===== src/rtl/line_drawer.sv =====
// line_drawer
// Bresenham line rasteriser. A line request (x1,y1)->(x2,y2) is accepted while
// idle. The block then emits every pixel of the line, endpoints included, on a
// valid/ready style pixel port. Pixels that fall outside the active area are
// skipped internally. They are never offered to the framebuffer.
//
// Ports
//   clk          rising-edge clock
//   reset_n      synchronous active-low reset
//   start        line request, sampled only while ready=1
//   ready        high while idle and able to take a new line
//   x1, y1       line start point (latched on an accepted start)
//   x2, y2       line end point (latched on an accepted start)
//   pixel_x/y    coordinate currently offered to the framebuffer
//   pixel_write  pixel write request
//   pixel_ready  framebuffer accepts; transfer when pixel_write & pixel_ready
module line_drawer #(
   parameter int HOR_ACTIVE_PIXELS = 640,
   parameter int VER_ACTIVE_PIXELS = 480,
   localparam int X_WIDTH = $clog2(HOR_ACTIVE_PIXELS),
   localparam int Y_WIDTH = $clog2(VER_ACTIVE_PIXELS)
) (
   input  logic               clk,
   input  logic               reset_n,
   input  logic               start,
   output logic               ready,
   input  logic [X_WIDTH-1:0] x1,
   input  logic [Y_WIDTH-1:0] y1,
   input  logic [X_WIDTH-1:0] x2,
   input  logic [Y_WIDTH-1:0] y2,
   output logic [X_WIDTH-1:0] pixel_x,
   output logic [Y_WIDTH-1:0] pixel_y,
   output logic               pixel_write,
   input  logic               pixel_ready
);

   // Two guard bits above the widest coordinate keep 2*err from overflowing
   // for any pair of endpoints.
   localparam int W = ((X_WIDTH > Y_WIDTH) ? X_WIDTH : Y_WIDTH) + 2;

   localparam logic [X_WIDTH:0] H_LIMIT = (X_WIDTH + 1)'(HOR_ACTIVE_PIXELS);
   localparam logic [Y_WIDTH:0] V_LIMIT = (Y_WIDTH + 1)'(VER_ACTIVE_PIXELS);

   typedef enum logic [1:0] {IDLE, SETUP, DRAW} state_t;

   state_t               state;
   logic [X_WIDTH-1:0]   x1_q, x2_q, cur_x;
   logic [Y_WIDTH-1:0]   y1_q, y2_q, cur_y;
   logic signed [W-1:0]  dx, dy, err;
   logic                 sx_neg, sy_neg;
   logic                 primed;

   logic signed [W-1:0]  setup_dx, setup_dy, e2, next_err;
   logic                 step_x, step_y;
   logic [X_WIDTH-1:0]   next_x;
   logic [Y_WIDTH-1:0]   next_y;
   logic                 next_clipped, cur_clipped, at_end, advance;

   assign ready = (state == IDLE);

   // Setup deltas come from the latched endpoints, so input changes after
   // acceptance cannot disturb the line. The stepping logic computes the
   // following Bresenham point from cur and err. When both tests pass, x and
   // y move together (a diagonal step).
   always_comb begin
      setup_dx = (x2_q > x1_q) ? W'(x2_q) - W'(x1_q) : W'(x1_q) - W'(x2_q);
      setup_dy = (y2_q > y1_q) ? W'(y1_q) - W'(y2_q) : W'(y2_q) - W'(y1_q);
      e2       = err <<< 1;
      step_x   = (e2 >= dy);
      step_y   = (e2 <= dx);
      next_err = err;
      next_x   = cur_x;
      next_y   = cur_y;
      if (step_x) begin
         next_err = next_err + dy;
         next_x   = sx_neg ? cur_x - X_WIDTH'(1) : cur_x + X_WIDTH'(1);
      end
      if (step_y) begin
         next_err = next_err + dx;
         next_y   = sy_neg ? cur_y - Y_WIDTH'(1) : cur_y + Y_WIDTH'(1);
      end
      cur_clipped  = ({1'b0, cur_x} >= H_LIMIT) || ({1'b0, cur_y} >= V_LIMIT);
      next_clipped = ({1'b0, next_x} >= H_LIMIT) || ({1'b0, next_y} >= V_LIMIT);
      at_end       = (cur_x == x2_q) && (cur_y == y2_q);
      // A clipped pixel is shown with pixel_write=0, so it moves on at once.
      advance      = pixel_ready || !pixel_write;
   end

   // Main controller. DRAW uses a priming cycle to load the first pixel onto
   // the registered output port. After that, cur always matches pixel_x/y.
   // The block steps only when that pixel transfers or is clipped. While a
   // write stalls, every register holds.
   always_ff @(posedge clk) begin
      if (!reset_n) begin
         state       <= IDLE;
         x1_q        <= '0;
         y1_q        <= '0;
         x2_q        <= '0;
         y2_q        <= '0;
         cur_x       <= '0;
         cur_y       <= '0;
         dx          <= '0;
         dy          <= '0;
         err         <= '0;
         sx_neg      <= 1'b0;
         sy_neg      <= 1'b0;
         primed      <= 1'b0;
         pixel_x     <= '0;
         pixel_y     <= '0;
         pixel_write <= 1'b0;
      end else begin
         case (state)
            IDLE: begin
               if (start) begin
                  x1_q  <= x1;
                  y1_q  <= y1;
                  x2_q  <= x2;
                  y2_q  <= y2;
                  state <= SETUP;
               end
            end
            SETUP: begin
               dx     <= setup_dx;
               dy     <= setup_dy;
               err    <= setup_dx + setup_dy;
               sx_neg <= !(x1_q < x2_q);
               sy_neg <= !(y1_q < y2_q);
               cur_x  <= x1_q;
               cur_y  <= y1_q;
               primed <= 1'b0;
               state  <= DRAW;
            end
            DRAW: begin
               if (!primed) begin
                  pixel_x     <= cur_x;
                  pixel_y     <= cur_y;
                  pixel_write <= !cur_clipped;
                  primed      <= 1'b1;
               end else if (advance) begin
                  if (at_end) begin
                     pixel_write <= 1'b0;
                     primed      <= 1'b0;
                     state       <= IDLE;
                  end else begin
                     cur_x       <= next_x;
                     cur_y       <= next_y;
                     err         <= next_err;
                     pixel_x     <= next_x;
                     pixel_y     <= next_y;
                     pixel_write <= !next_clipped;
                  end
               end
            end
            default: state <= IDLE;
         endcase
      end
   end

endmodule


===== config.mk =====
export PLATFORM = sky130hd
export DESIGN_NAME = line_drawer
export DESIGN_NICKNAME = d
export VERILOG_FILES = /design/src/rtl/line_drawer.sv
export SDC_FILE = /design/constraint.sdc
export NUM_CORES = 1
export LEC_CHECK = 0
export ABC_AREA = 1
export BUFFER_PORTS_ARGS = -buffer_cell sky130_fd_sc_hd__buf_2
export CORE_UTILIZATION = 65
export CTS_CLUSTER_SIZE = 24
export DETAILED_ROUTE_END_ITERATION = 16
export GPL_TIMING_DRIVEN = 1
export PLACE_DENSITY = 0.86
export REMOVE_ABC_BUFFERS = 1
export SYNTH_ARGS = -nofsm -noshare
export SYNTH_HDL_FRONTEND = slang
export SYNTH_SLANG_ARGS = --single-unit
export TNS_END_PERCENT = 1

===== constraint.sdc =====
create_clock -name clk -period 9.49 [get_ports clk]
set_clock_uncertainty 0.2 [all_clocks]
set_input_delay 0.4745 -clock clk [delete_from_list [all_inputs] [get_ports clk]]
set_output_delay 0.4745 -clock clk [all_outputs]
set_load 0.02 [all_outputs]

==> impl_results.md, run 1 <==
- Result of the run: finished, final reports clean
- Root buf cell: sky130_fd_sc_hd__clkbuf_16
- Antenna-violating nets left: 0
- Full die area: 0.0158 sq mm
- Type of element capturing the critical path: flip-flop
- Type of the worst min-delay path: primary input to flip-flop
- GPL Wtd Cong: 1.00
- Number of instances in the placed design: 1683
- Final worst path period share: 0.452
- Number of design rule violations left after detail routing: 0
- Number of top-level design ports: 63
- Unrepaired setup endpoints after global routing: no
- Most common library cell in the layout ignoring fill and taps: sky130_fd_sc_hd__nand2_1
- Number of buffers added to fix hold violations after cts: 0
- Synth Area per Inst: 6.67 sq um
- Arrival time of data at the critical path endpoint: 4410 ps
- First-iteration detailed-routing DRC count: 1025
- Hold Startpoint: x1[0]
- DR WL/cell: 16.3 um
- Finished Layout Cells: 1714
- Clock Pin Slew Worst Setup and Hold Paths: 60 ps
- Deepest clock path buffer count: 2
- Number of max-slew violations in the final report: 0
- CTS buffer count: 17
- Port Buffers: 62
- Dpl hpwl: 20.9 mm
- Initial antenna violation count: 0
- Gate count after technology mapping: 1487
- Highest fanout seen on the critical path: 24
- Clock tree from TritonCTS: done
- Number of antenna repair diodes: 0
- Wire length of the first global-routing pass: 44.9 mm
- Number of nets in the final layout: 1677
- Most frequent cells in the layout: sky130_fd_sc_hd__nand2_1, sky130_fd_sc_hd__a21oi_1, sky130_fd_sc_hd__inv_1, sky130_fd_sc_hd__o21ai_0, sky130_fd_sc_hd__dfxtp_1
- Via count of the first global-routing pass: 8997
- Netlist Area Pre-Place: 0.00992 sq mm
- Post-CTS Setup Inserts: 0
- Number of cells upsized or downsized after cts: 0
- Transition at the pin with the smallest max-transition slack: 904 ps
- Min cycle time layout: 4290 ps
- Destination of the worst hold path: x1_q[0]
- Ordered cell list for the critical path: inv_1 > ha_1 > nand4_1 > nor3_2 > nand2_1 > nand3_1 > nand2_2 > nand2_4 > inv_2 > nand2_1 > nand2_1 > ha_1 > fa_1 > nand3_1 > nand2_1 > a21boi_0 > o21bai_1 > xor2_1 > a21oi_1 > o21ai_1 > nand3_1 > nand2_1 > inv_1
- Number of warnings reported in the yosys synthesis log: 0
- Length of the first detailed-routing pass in iterations: 6
- Path type of the worst setup path: flip-flop to flip-flop
- Latest clock arrival within the worst-skew pair: 420 ps
- Effective utilization at floorplan: 0.675
- Core Rows: 44
- R2r setup slk: 5200 ps
- Max-cap violations: 0
- End of the worst register-to-register path: err[8]
- Setup Total Neg Slack: 0 ps
- Routed via count: 10100
- Area growth syn-to-layout: 9.34%
- Die span in x: 126 um
- R2r startpoint: dy[10]
- Post-synth cell types: 44
- Cell seen most often among critical-path stages: sky130_fd_sc_hd__nand2_1
- Fin. Hold Viols: 0
- Worst path slowest cell: sky130_fd_sc_hd__fa_1
- Largest incremental delay on the critical path: 460 ps
- Largest net degree at the start of global routing: 99
- GRT Resource Usage Total: 0.357
- Global route overflow: 0
- # H-tree levels: 4
- Count of endpoints failing setup in the final report: 0
- Layout cell share with drive strength beyond 1: 0.0980
- Critical Path RT: 9610 ps
- Detail-routed via count per cell: 5.92
- Part of the Yosys area used for sequential elements: 0.230
- Rel. slew slack: 0.397
- Register-to-Register Path Depth: 23
- Nature of the critical path startpoint: flip-flop
- Clk sinks: 114
- Peak clock frequency supported by timing: 233 MHz
- Vert. Die Dim: 126 um
- Number of register bits inferred by synthesis: 114
- Worst hold path depth: 3
- Core Box Area: 0.0147 sq mm
- Routed Wire Length: 27.9 mm
[critical path, delay by kind of cell, from the launching register on]
family	cells	cell delay (ps)
buf+inv	3	340
compound gates	4	660
simple gates	12	1390
xor+xnor	1	140
flops	1	350
fa+ha+maj	3	1110
[state kept, by name, indices dropped and copies added (netlist names)]
name         cells
dx              11
err             11
cur_x           10
dy              10
pixel_x         10
x1_q            10
x2_q            10
cur_y            9
pixel_y          9
y1_q             9
y2_q             9
state            2
pixel_write      1
primed           1
sx_neg           1
sy_neg           1
[per-stage QoR]
| stage | hold WS, ps | util | area, sq um | setup WS [ps] |
|---|---|---|---|---|
| finish | 128 | 0.738 | 10800 | 5200 |
| detailed placement | 258 | 0.695 | 10200 | 5340 |
| floorplan | 258 | - | 9640 | 5880 |
| CTS | 124 | 0.738 | 10800 | 5300 |
| global route | 152 | 0.738 | 10800 | 4860 |
| global placement | 254 | 0.695 | 10200 | 5450 |
[metal layers]
metal	global-route usage	vias up	share of wire
met5	0	-	0
met3	0.0599	61	0.086
met4	0.128	0	0.028
met1	0.485	4593	0.44
met2	0.569	505	0.45
li1	-	4987	-
[Yosys cell counts (all sizes together)]
cell    count  area share
o21bai     14       0.011
xor2       52       0.046
fa          9       0.018
o21a        2      0.0015
nor3       10      0.0061
a31o        2      0.0018
clkbuf     37       0.014
or2         4      0.0025
and2        1     0.00063
mux2i       2      0.0020
a31oi       7      0.0044
nand3b     10      0.0076
nand2     298        0.12
a21o        5      0.0038
a211oi      1     0.00076
a21oi     214        0.11
nand3      63       0.033
nand4      18       0.012
clkinv      2     0.00076
dfxtp     114        0.23
ha        108        0.14
buf        18       0.014
o21ai     179       0.092
nor2       76       0.031
xnor2      16       0.014
a21boi      1     0.00076
o211ai     13      0.0098
inv       211       0.080
[area by class of cell]
class	instances	area (sq um)
inverters	213	802
fillers	1194	3850
flip-flops and latches	114	2280
clock inverters	14	204
repair buffers	67	348
multi-input cells	1105	6560
well taps	184	230
clock buffers	17	425
[cells by family (layout without fill, tap and decap cells)]
kind of cell / count (synthesis) / after routing / synth area share
buf+inv: 268 / 311 / 0.109
xor+xnor: 68 / 68 / 0.0600
simple gates: 480 / 480 / 0.210
mux: 2 / 2 / 0.00202
fa+ha+maj: 117 / 117 / 0.154
compound gates: 438 / 438 / 0.234
flops: 114 / 114 / 0.230
[worst max path at each step]
stage	slack [ps]	end	cells after the start	startpoint
after CTS	5300	err[8]	23	dy[10]
final	5200	err[8]	23	dy[10]
after global routing	4860	err[8]	23	dy[10]
after floorplan	5880	err[8]	23	dy[10]
after global placement	5450	err[8]	21	err[6]
after detailed placement	5340	err[8]	23	dy[10]
Power of run 1 is not shown: default switching activity piles up to over one toggle a cycle in this logic, so the estimate is an artifact.
==> inputs of run 2 (changes only) <==
--- a/config.mk
+++ b/config.mk
@@ -7,11 +7,11 @@
 export LEC_CHECK = 0
 export ABC_AREA = 1
 export BUFFER_PORTS_ARGS = -buffer_cell sky130_fd_sc_hd__buf_2
-export CORE_UTILIZATION = 65
+export CORE_UTILIZATION = 57
 export CTS_CLUSTER_SIZE = 24
 export DETAILED_ROUTE_END_ITERATION = 16
 export GPL_TIMING_DRIVEN = 1
-export PLACE_DENSITY = 0.86
+export PLACE_DENSITY = 0.8
 export REMOVE_ABC_BUFFERS = 1
 export SYNTH_ARGS = -nofsm -noshare
 export SYNTH_HDL_FRONTEND = slang
==> constraint.sdc (replaced) <==
create_clock -name clk -period 3.8 [get_ports clk]
set_clock_uncertainty 0.2 [all_clocks]
set_input_delay 0.19 -clock clk [delete_from_list [all_inputs] [get_ports clk]]
set_output_delay 0.19 -clock clk [all_outputs]
set_load 0.02 [all_outputs]
==> impl_results.md, run 2 (same netlist as run 1, synthesis figures left out) <==
- Worst setup slack after placement: 4.27 ps (was 5340 ps)
- Port Buffers: 62 (unchanged)
- Smallest hold slack: 48.2 ps (was 128 ps)
- Largest net degree at the start of global routing: 44 (was 99)
- Final worst path period share: 0.978 (was 0.452)
- Number of nets in the final layout: 1789 (was 1677)
- GPL Wtd Cong: 0.986 (was 1.00)
- CTS buffer count: 17 (unchanged)
- Global route overflow: 0 (unchanged)
- PnR worst setup slack: 82.3 ps (was 5200 ps)
- Largest incremental delay on the critical path: 360 ps (was 460 ps)
- Dpl hpwl: 23.1 mm (was 20.9 mm)
- Max-cap violations: 0 (unchanged)
- Clock Pin Slew Worst Setup and Hold Paths: 60 ps (about the same)
- Die span in x: 134 um (was 126 um)
- Category of cells accounting for the largest share of critical-path delay: adder cells (was simple AND/OR/NAND/NOR gates)
- End of the worst register-to-register path: err[9] (was err[8])
- R2r setup slk: 80 ps (was 5200 ps)
- Area growth syn-to-layout: 23.6% (was 9.34%)
- Number of top-level design ports: 63 (unchanged)
- Post-route cell area: 0.0123 sq mm (was 0.0108 sq mm)
- Length of the first detailed-routing pass in iterations: 7 (was 6)
- Hold Startpoint: reset_n (was x1[0])
- # H-tree levels: 4 (unchanged)
- Cell seen most often among critical-path stages: sky130_fd_sc_hd__inv_1 (was sky130_fd_sc_hd__nand2_1)
- Rel. slew slack: 0.561 (was 0.397)
- Wire length of the first global-routing pass: 49.9 mm (was 44.9 mm)
- Vert. Die Dim: 134 um (was 126 um)
- Count of endpoints failing setup in the final report: 0 (unchanged)
- Most frequent cells in the layout: sky130_fd_sc_hd__nand2_1, sky130_fd_sc_hd__a21oi_1, sky130_fd_sc_hd__inv_1, sky130_fd_sc_hd__o21ai_0, sky130_fd_sc_hd__dfxtp_1 (unchanged)
- Number of antenna repair diodes: 0 (unchanged)
- Latest clock arrival within the worst-skew pair: 430 ps (was 420 ps)
- Full die area: 0.0179 sq mm (was 0.0158 sq mm)
- Root buf cell: sky130_fd_sc_hd__clkbuf_16 (unchanged)
- Layout cell share with drive strength beyond 1: 0.174 (was 0.0980)
- Min cycle time layout: 3720 ps (was 4290 ps)
- Deepest clock path buffer count: 2 (unchanged)
- Arrival time of data at the critical path endpoint: 3870 ps (was 4410 ps)
- Path type of the worst setup path: flip-flop to flip-flop (unchanged)
- Result of the run: finished, final reports clean (unchanged)
- DR WL/cell: 17.4 um (was 16.3 um)
- Detail-routed via count per cell: 5.78 (was 5.92)
- Sum of buffers and inverters on the critical path: 6 (was 3)
- Largest registers: dx: 11 flops, err: 11 flops (unchanged)
- Worst hold path depth: 3 (unchanged)
- Type of the worst min-delay path: primary input to flip-flop (unchanged)
- Destination of the worst hold path: pixel_y[1] (was x1_q[0])
- Type of element capturing the critical path: flip-flop (unchanged)
- Peak clock frequency supported by timing: 269 MHz (was 233 MHz)
- Transition at the pin with the smallest max-transition slack: 657 ps (was 904 ps)
- Worst path slowest cell: sky130_fd_sc_hd__fa_2 (was sky130_fd_sc_hd__fa_1)
- Antenna-violating nets left: 0 (unchanged)
- Number of design rule violations left after detail routing: 0 (unchanged)
- GRT Resource Usage Total: 0.353 (was 0.357)
- Ordered cell list for the critical path: inv_1 > ha_2 > inv_1 > fa_2 > buf_4 > a31o_2 > a21oi_1 > o21ai_0 > nand2_1 > o21ai_1 > xor2_1 > buf_4 > inv_1 > ha_1 > inv_1 > nor3_2 > nand2_1 > nand4_1 > xor2_1 > a21oi_1 > a21oi_1 (was inv_1 > ha_1 > nand4_1 > nor3_2 > nand2_1 > nand3_1 > nand2_2 > nand2_4 > inv_2 > nand2_1 > nand2_1 > ha_1 > fa_1 > nand3_1 > nand2_1 > a21boi_0 > o21bai_1 > xor2_1 > a21oi_1 > o21ai_1 > nand3_1 > nand2_1 > inv_1)
- Most common library cell in the layout ignoring fill and taps: sky130_fd_sc_hd__nand2_1 (unchanged)
- First-iteration detailed-routing DRC count: 974 (was 1025)
- Core Rows: 47 (was 44)
- Critical Path RT: 3950 ps (was 9610 ps)
- Nature of the critical path startpoint: flip-flop (unchanged)
- Routed via count: 10800 (was 10100)
- Number of max-slew violations in the final report: 0 (unchanged)
- Initial antenna violation count: 0 (unchanged)
- R2r startpoint: y2_q[0] (was dy[10])
- Fin. Hold Viols: 0 (unchanged)
- Core Box Area: 0.0168 sq mm (was 0.0147 sq mm)
- Clock tree from TritonCTS: done (unchanged)
- Routed Wire Length: 32.4 mm (was 27.9 mm)
- Area after detailed placement: 0.0107 sq mm (was 0.0102 sq mm)
- Effective utilization at floorplan: 0.592 (was 0.675)
- Register-to-Register Path Depth: 21 (was 23)
- Unrepaired setup endpoints after global routing: yes (was no)
- Clk sinks: 114 (unchanged)
- Highest fanout seen on the critical path: 3 (was 24)
- Via count of the first global-routing pass: 9994 (was 8997)
==> run 2: per-stage QoR <==
step | std cells | TNS (ps) | utilization
2_1_floorplan | 1432 | 0 | -
3_3_place_gp | 1781 | 0 | 0.640
3_5_place_dp | 1781 | 0 | 0.640
4_1_cts | 1852 | 0 | 0.701
5_1_grt | 1863 | -259 | 0.732
6_report | 1863 | 0 | 0.732
==> run 2: cell type report <==
class                           count  area (sq um)
Sequential cell                   114          2290
Multi-Input combinational cell   1107          7000
Timing Repair Buffer              177          1270
Clock buffer                       19           443
Inverter                          213           805
Clock inverter                     13           175
Fill cell                        1320          4500
Tap cell                          220           275
==> run 2: worst reg2reg max path, stage by stage, from the launching register on <==
cell,delay (ps)
sky130_fd_sc_hd__dfxtp_1,310
sky130_fd_sc_hd__inv_1,80
sky130_fd_sc_hd__ha_2,200
sky130_fd_sc_hd__inv_1,70
sky130_fd_sc_hd__fa_2,360
sky130_fd_sc_hd__buf_4,160
sky130_fd_sc_hd__a31o_2,210
sky130_fd_sc_hd__a21oi_1,110
sky130_fd_sc_hd__o21ai_0,110
sky130_fd_sc_hd__nand2_1,70
sky130_fd_sc_hd__o21ai_1,70
sky130_fd_sc_hd__xor2_1,170
sky130_fd_sc_hd__buf_4,170
sky130_fd_sc_hd__inv_1,40
sky130_fd_sc_hd__ha_1,280
sky130_fd_sc_hd__inv_1,70
sky130_fd_sc_hd__nor3_2,270
sky130_fd_sc_hd__nand2_1,150
sky130_fd_sc_hd__nand4_1,120
sky130_fd_sc_hd__xor2_1,170
sky130_fd_sc_hd__a21oi_1,100
sky130_fd_sc_hd__a21oi_1,160
==> run 2: per-layer routing <==
layer	GRT usage	up-vias	wire length (um)
li1	-	5210	-
met1	0.456	4963	13800
met2	0.571	507	14900
met3	0.0665	95	2390
met4	0.153	0	1220
met5	0	-	0
==> run 2: worst max-delay path by stage <==
stage	from	endpoint	slack [ps]	cells past startpoint
3_5_place_dp	x1_q[2]	err[10]	4	26
2_1_floorplan	dy[10]	err[8]	190	23
6_report	y2_q[0]	err[9]	80	21
4_1_cts	y1_q[7]	err[9]	3	21
5_1_grt	dy[1]	err[10]	-70	26
3_3_place_gp	dy[10]	err[8]	80	23
==> run 2: repair_timing <==
item	4_1_cts	5_1_grt
endpoints found under the setup margin	3	8
gates resized for setup	1	86
gates cloned	0	2
buffers inserted	0	9
endpoints found under the hold margin	40	0
pin swaps	0	15
hold buffers	39	0
Power of run 2 is left out for the same reason.
